### src/rtl/univ_shift_reg.sv
// Universal register: parallel load plus a start/busy/done sequenced engine that
// applies one shift, rotate or count step per clock for a programmable number of steps.
module univ_shift_reg #(
    parameter int WIDTH = 4,
    parameter int AMT_W = 4
) (
    input  logic             clk,
    input  logic             clear_n,
    input  logic [WIDTH-1:0] d,
    input  logic             load,
    input  logic             start,
    input  logic [2:0]       op,
    input  logic [AMT_W-1:0] amt,
    input  logic             ser_in,
    output logic [WIDTH-1:0] q,
    output logic             ser_out,
    output logic             busy,
    output logic             done
);

    typedef enum logic [1:0] {IDLE, RUN, FIN} state_t;

    state_t           state;
    logic [2:0]       op_lat;
    logic [AMT_W-1:0] cnt;
    logic [WIDTH:0]   nxt;

    // One engine step; result is {ser_out, q}. The reserved op holds both.
    function automatic logic [WIDTH:0] step_fn(
        input logic [2:0]       o,
        input logic [WIDTH-1:0] v,
        input logic             si,
        input logic             so
    );
        logic signed [WIDTH-1:0] asr;
        asr = $signed(v) >>> 1;
        case (o)
            3'b000:  step_fn = {v[WIDTH-1], v[WIDTH-2:0], si};
            3'b001:  step_fn = {v[0], si, v[WIDTH-1:1]};
            3'b010:  step_fn = {v[WIDTH-1], v[WIDTH-2:0], v[WIDTH-1]};
            3'b011:  step_fn = {v[0], v[0], v[WIDTH-1:1]};
            3'b100:  step_fn = {v[0], asr};
            3'b101:  step_fn = {&v, v + WIDTH'(1)};
            3'b110:  step_fn = {~|v, v - WIDTH'(1)};
            default: step_fn = {so, v};
        endcase
    endfunction

    assign nxt = step_fn(op_lat, q, ser_in, ser_out);

    always_ff @(posedge clk) begin
        if (!clear_n) begin
            state   <= IDLE;
            q       <= '0;
            ser_out <= 1'b0;
            busy    <= 1'b0;
            done    <= 1'b0;
            cnt     <= '0;
            op_lat  <= 3'b000;
        end else begin
            case (state)
                IDLE: begin
                    done <= 1'b0;
                    if (load) begin
                        q <= d;
                    end else if (start) begin
                        op_lat <= op;
                        cnt    <= amt;
                        // A zero step count skips straight to the done pulse.
                        if (amt != '0) begin
                            state <= RUN;
                            busy  <= 1'b1;
                        end else begin
                            state <= FIN;
                            done  <= 1'b1;
                        end
                    end
                end
                RUN: begin
                    {ser_out, q} <= nxt;
                    cnt          <= cnt - AMT_W'(1);
                    if (cnt == AMT_W'(1)) begin
                        state <= FIN;
                        busy  <= 1'b0;
                        done  <= 1'b1;
                    end
                end
                FIN: begin
                    done  <= 1'b0;
                    state <= IDLE;
                end
                default: begin
                    state <= IDLE;
                    busy  <= 1'b0;
                    done  <= 1'b0;
                end
            endcase
        end
    end

endmodule

### config.mk
export PLATFORM = sky130hd
export DESIGN_NAME = univ_shift_reg
export DESIGN_NICKNAME = d
export VERILOG_FILES = /design/src/rtl/univ_shift_reg.sv
export SDC_FILE = /design/constraint.sdc
export NUM_CORES = 1
export LEC_CHECK = 0
export CAP_MARGIN = 15
export CELL_PAD_IN_SITES_DETAIL_PLACEMENT = 1
export CELL_PAD_IN_SITES_GLOBAL_PLACEMENT = 2
export CORE_ASPECT_RATIO = 1.75
export CORE_UTILIZATION = 30
export CTS_CLUSTER_SIZE = 40
export DETAILED_ROUTE_END_ITERATION = 12
export HOLD_SLACK_MARGIN = 0.15
export PLACE_DENSITY = 0.82
export SLEW_MARGIN = 0
export SYNTH_ARGS = -nofsm -noshare
export SYNTH_HDL_FRONTEND = slang
export SYNTH_SLANG_ARGS = --single-unit
### constraint.sdc
create_clock -name clk -period 3.9 [get_ports clk]
set_input_delay 0.39 -clock clk [delete_from_list [all_inputs] [get_ports clk]]
set_output_delay 0.39 -clock clk [all_outputs]
set_load 0.05 [all_outputs]
# Word-level counts from Yosys, hierarchy flattened
# Cells that the tools add are included.
# W data, S select, Z words.
classes:
  addsub: 3
  mul: 0
  div: 0
  n_lt_le_gt_ge: 0
  eq_ne: 17
  shift: 0
  muxes: 21
  bitwise: 2
  n_reduce_logical: 15
op_table:
  columns: ["cell", "count"]
  rows:
  - ["$pmux W5 S7", 1]
  - ["$pmux W4 S2", 2]
  - ["$mux W4", 3]
  - ["$ne A2 B2 Y1 const B", 6]
  - ["$reduce_and A3 Y1", 4]
  - ["$eq A3 B3 Y1 const B", 3]
  - ["$mux W1", 8]
  - ["$mux W2", 4]
  - ["$ne A8 B1 Y1 const B", 1]
  - ["$reduce_and A4 Y1", 2]
  - ["$sub A4 B1 Y4 const B", 2]
  - ["$ne A7 B1 Y1 const B", 1]
  - ["$reduce_bool A7 Y1", 1]
  - ["$eq A3 B2 Y1 const B", 2]
  - ["$reduce_and A5 Y1", 1]
  - ["$add A4 B1 Y4 const B", 1]
  - ["$eq A4 B1 Y1 const B", 1]
  - ["$pmux W2 S2", 1]
  - ["$reduce_bool A4 Y1", 1]
  - ["$reduce_or A4 Y1", 1]
  - ["$eq A3 B1 Y1 const B", 1]
  - ["$logic_not A3 Y1", 1]
  - ["$pmux W1 S3", 1]
  - ["$eq A2 B1 Y1 const B", 1]
  - ["other kinds (7)", 8]
totals:
  regBits: 16
  latchBits: 0
  mem_bits_rw: 0
  mem_bits_ro: 0
  input_bits: 16
  out_inout_bits: 7
  mem_count: 0

# Longest topological paths before layout
depth:
  word_depth: 5
  depth_mapped: 10
  depth_no_buf: 8

# Worst setup path after synthesis
# No wires, ideal clock.
synth_path:
  path_type: "flip-flop to flip-flop"
  startpoint: "register q[1]"
  endpoint: "register q[2]"
  arrival_time_ns: 1.931
  required_time_ns: 3.761
  slack_ns: 1.830
  path_stages_with_launch: 9
  path_cell_list: "dfxtp_1 > clkbuf_1 > inv_1 > xnor2_1 > ha_1 > nor2b_1 > a221o_1 > a31oi_1 > o22ai_1"
synth_between:
  elab_chain_cells: 3
  word_cells_on_any_way: 4
  cone_classes: "add/sub (2); mux (2)"
synth_lines:
  columns: ["item", "line", "source"]
  rows:
  - ["start, declared", "15", "output logic [WIDTH-1:0] q,"]
  - ["start signal, assigned", "80", "{ser_out, q} <= nxt;"]
  - ["$sub A4 B1 Y4 / $add A4 B1 Y4 (equally long branches)", "44, 43", null]
  - ["$pmux W5 S7 *", "37", "case (o)"]
  - ["$pmux W4 S2 *", "61", "case (state)"]
# Mark *: on every way between the ends. The rest lies on a longest branch, timed or not.
# A chain may end at the register's enable or synchronous reset.

# Worst setup path in the final report
layout_path:
  startpoint: "register op_lat[2]"
  endpoint: "register q[2]"
layout_between:
  elab_chain_cells: 3
  word_cells_on_any_way: 11
  cone_classes: "eq/ne (7); mux (2); reduce/logical (2)"
layout_lines:
  columns: ["item", "line", "source"]
  rows:
  - ["start, declared", "24", "logic [2:0] op_lat;"]
  - ["start signal, assigned", "67", "op_lat <= op;"]
  - ["$eq A3 B3 Y1, or another cell as far along", "37", null]
  - ["$pmux W5 S7 / $ne A8 B1 Y1 (equally long branches)", null, null]
  - ["$pmux W4 S2 / $reduce_and A3 Y1 (equally long branches)", null, null]
# Several ways; a longest one is shown, not always the timed one.

==> impl_summary.md <==
Critical path
Data on the critical path is required at its endpoint by approximately 4 ns. The launch point of the critical path is op_lat[2]$_SDFFE_PN0P_. The signal on the critical path passes through nand2_1, nor2_1, xnor2_1, ha_1, nor2b_1, a221o_1, a31oi_1, o22ai_1. The termination of the worst setup path is q[2]$_SDFFE_PN0P_. For the worst setup path, the data arrival time is 2.34 ns. The endpoint type of the worst setup path is a register. The master of the slowest instance on the critical path is sky130_fd_sc_hd__dfxtp_1. The largest fanout on the critical path is 21. The source of the worst register-to-register timing path is op_lat[2]$_SDFFE_PN0P_.

In this run the critical register-to-register path is captured at q[2]$_SDFFE_PN0P_. The worst setup path is launched from a register. The delay of the slowest cell on the worst path is roughly 0.75 ns. The setup path with the least slack is of type reg2reg. The register-to-register setup slack is approximately 1.7 ns. Measured in cells, the most critical reg-to-reg path has a length of 8.

Global route
The largest net degree at the start of global routing is 22. The initial antenna violation count is 0. The number of global-route vias before repair is ~1.3k.

The total overflow left after global routing is 0. The wire length of the first global-routing pass is between 6000 and 7000 um. For this run, the total global-route usage over all layers was measured as just over 20%.

Clocking
The clock slew at the register clock pins of the worst setup and hold paths is ~0.07 ns. Post-CTS repair changed the size of 0 cells. The clock tree from TritonCTS is yes. The master cell of the clock root buffer is sky130_fd_sc_hd__clkbuf_8.

The total clock sinks is 16. In this run the deepest clock path goes through 2 buffers. The maximum level of the CTS H-tree is 1. TritonCTS created 3 clock buffers. Post-CTS timing repair inserted 0 buffers for setup.

The source-to-sink clock delay at the later pin of the worst-skew pair is about 0.25 ns. Hold repair after CTS inserted 0 buffers.

Layout
The final-stage net count is about 190. The library cells used most frequently in the layout, excluding fill and tap cells, are sky130_fd_sc_hd__clkdlybuf4s50_1 (22), sky130_fd_sc_hd__dfxtp_1 (16), sky130_fd_sc_hd__nor2_1 (15). Counting the fill cells in the layout gives about 460. From synthesis to final layout, the design area changed by 24.8%. The proportion of layout cells with a drive suffix above 1 is under 10%.

The most common cell after layout, fill and taps aside is sky130_fd_sc_hd__clkdlybuf4s50_1. The antenna diode instance count is 0.

Detailed routing
In this run, the number of DRC markers left after iteration 0 of detailed routing was 20. The total routed wirelength is around 3700 um. Dividing the detail-routed wire length by the instance count gives 17.3 um. Summing over every cut layer, the via total after detailed routing is 1211. Dividing the detail-routed via count by the number of cells gives around 5.7. For this run, design rule violations remaining after detail routing come to 0. For this run, the detailed router's first-pass iteration total came to 4. Once detail routing completed, the nets flagged for antenna violations numbered 0.

Floorplan
The cell row count is 29. The die span in x is between 40 and 50 um. The die is roughly 84 um tall. Once the floorplan was initialized, standard cells occupied a little under a third of the core. The core area is about 3600 um^2. In this run the count of I/O pins placed on the die edge is 23. The floorplan step defined a die boundary enclosing 4060 um^2.

STA
The worst relative slew slack is between 40% and 50%. Adding up every negative setup slack in the final design gives 0 ns. The tightest hold path in the finished design has a slack of between 0.5 and 0.6 ns. For the finished layout, the period the worst path requires is ~2.2 ns.

Setup repair after global routing left no endpoint under its margin. The highest clock rate is roughly 450 MHz. The final number of max-transition violations is 0.

The worst path uses 57.1% of the clock period. At the pin with the least slew margin, the transition time is ~0.86 ns. The final-report hold violation count was 0.

Setup violations remaining at the end of the flow were counted as 0. The worst clock skew is around 0.0028 ns.

Placed design
The HPWL reported at the end of detailed placement is 2840 um. The final weighted congestion of routability-driven global placement is between 0.9 and 1. The quantity of I/O buffers inserted on ports is 22.

Synthesis
In the synthesized netlist the dominant register cell turns out to be sky130_fd_sc_hd__dfxtp_1. The distinct cell type count of the synthesized netlist is 43. The Yosys step of the flow raised 0 warnings. The number of nets produced by synthesis is roughly 170. The synthesized area divided by synthesized cell count is roughly 7.5 um^2. The sequential element share of the synthesized area is about 28%.

Yosys mapped a number of flops with a built-in enable equal to 0. The async set-or-reset flop fraction in the synthesized netlist is 0%. The summed instance area of the synthesized netlist is roughly 1100 um^2.

In the synthesized netlist, the number of instances is approximately 150. The register bit total from synthesis is 16.

Outcome
The flow ran to the end, and the final reports show no timing, DRC or antenna violations.

Flow run
Max-cap violations in this run came to 0.

Worst hold path
The path category of the worst min-delay check is reg2reg.

Power
IR analysis of the VDD net gives a maximum drop of about 0.20 mV. The total chip power is 498 uW. The power per standard cell area is ~350 nW/um^2. The static power due to leakage is between 0.0004 and 0.0005 uW.
[worst min path at each step]
stage | from | to | slack (ns) | cells after the start
2_1_floorplan | cnt[2]$_SDFFE_PN0P_ | cnt[2]$_SDFFE_PN0P_ | 0.49 | 2
3_3_place_gp | cnt[2]$_SDFFE_PN0P_ | cnt[2]$_SDFFE_PN0P_ | 0.51 | 2
3_5_place_dp | cnt[2]$_SDFFE_PN0P_ | cnt[2]$_SDFFE_PN0P_ | 0.52 | 2
4_1_cts | cnt[2]$_SDFFE_PN0P_ | cnt[2]$_SDFFE_PN0P_ | 0.53 | 2
5_1_grt | cnt[2]$_SDFFE_PN0P_ | cnt[2]$_SDFFE_PN0P_ | 0.56 | 2
6_report | cnt[2]$_SDFFE_PN0P_ | cnt[2]$_SDFFE_PN0P_ | 0.52 | 2
[power by group]
group          switching (uW)  leakage, uW  internal [uW]
Sequential               29.0     0.000131            177
Combinational            79.7     0.000331           62.7
Clock                    60.2    0.0000288           89.6
[cell families (layout without fill, tap and decap cells)]
kind of cell / count (synthesis) / count (layout) / synth area share (%)
AND/OR/NAND/NOR: 57 / 57 / 25.2
AO/OA/AOI/OAI: 54 / 54 / 31.5
flip-flops: 16 / 16 / 28.1
XOR/XNOR: 2 / 2 / 1.54
adder cells (fa/ha/maj): 3 / 3 / 3.29
multiplexers: 5 / 5 / 4.39
buffers and inverters: 16 / 31 / 6.03
[area by class of cell]
type	count	area (um^2)	share of cell area (%)
Clock buffer	4	55.1	3.87
Sequential cell	16	320	22.5
Timing Repair Buffer	22	220	15.5
Inverter	5	18.8	1.32
Tap cell	46	57.6	4.04
Multi-Input combinational cell	121	752	52.8
[cells in the mapped netlist (4+ instances only)]
library cell / number / share of area, %
sky130_fd_sc_hd__nand2b_1: 6 / 3.3
sky130_fd_sc_hd__dfxtp_1: 16 / 28
sky130_fd_sc_hd__mux2i_1: 5 / 4.4
sky130_fd_sc_hd__a21oi_1: 13 / 5.7
sky130_fd_sc_hd__clkbuf_1: 4 / 1.3
sky130_fd_sc_hd__buf_2: 6 / 2.6
sky130_fd_sc_hd__nor2_1: 15 / 4.9
sky130_fd_sc_hd__nor2b_1: 4 / 2.2
sky130_fd_sc_hd__nand3_1: 5 / 2.2
sky130_fd_sc_hd__inv_1: 5 / 1.6
sky130_fd_sc_hd__nand2_1: 14 / 4.6
sky130_fd_sc_hd__a211oi_1: 4 / 2.6
sky130_fd_sc_hd__o21ai_0: 11 / 4.8
[routing by layer]
metal	routed length [um]	up-vias	part of all wire [%]	global-route usage (%)
li1	-	593	-	-
met1	1430	587	39	20.8
met2	2060	20	56	38.6
met3	74	11	2.0	2.19
met4	128	0	3.5	9.89
met5	0	-	0	0
[worst max-delay path: cells and delay by family (launching register included)]
kind / cells / cell delay (ns)
fa+ha+maj: 1 / 0.22
flops: 1 / 0.75
compound gates: 3 / 0.61
xor+xnor: 1 / 0.13
simple gates: 3 / 0.36
[registers in the layout, summed over array words and instances, names as in the netlist]
| name | flops |
|---|---|
| cnt | 4 |
| busy | 1 |
| op_lat | 3 |
| ser_out | 1 |
| done | 1 |
| state | 2 |
| q | 4 |
[per-stage QoR]
| step | instances | setup WS, ns | util, % | cell area [um^2] |
|---|---|---|---|---|
| 2_1_floorplan | 153 | 1.83 | - | 1140 |
| 3_3_place_gp | 210 | 1.79 | 37.7 | 1370 |
| 3_5_place_dp | 210 | 1.73 | 37.7 | 1370 |
| 4_1_cts | 214 | 1.70 | 39.2 | 1420 |
| 5_1_grt | 214 | 1.45 | 39.2 | 1420 |
| 6_report | 214 | 1.67 | 39.2 | 1420 |
Power figures use the tool's default switching activity.
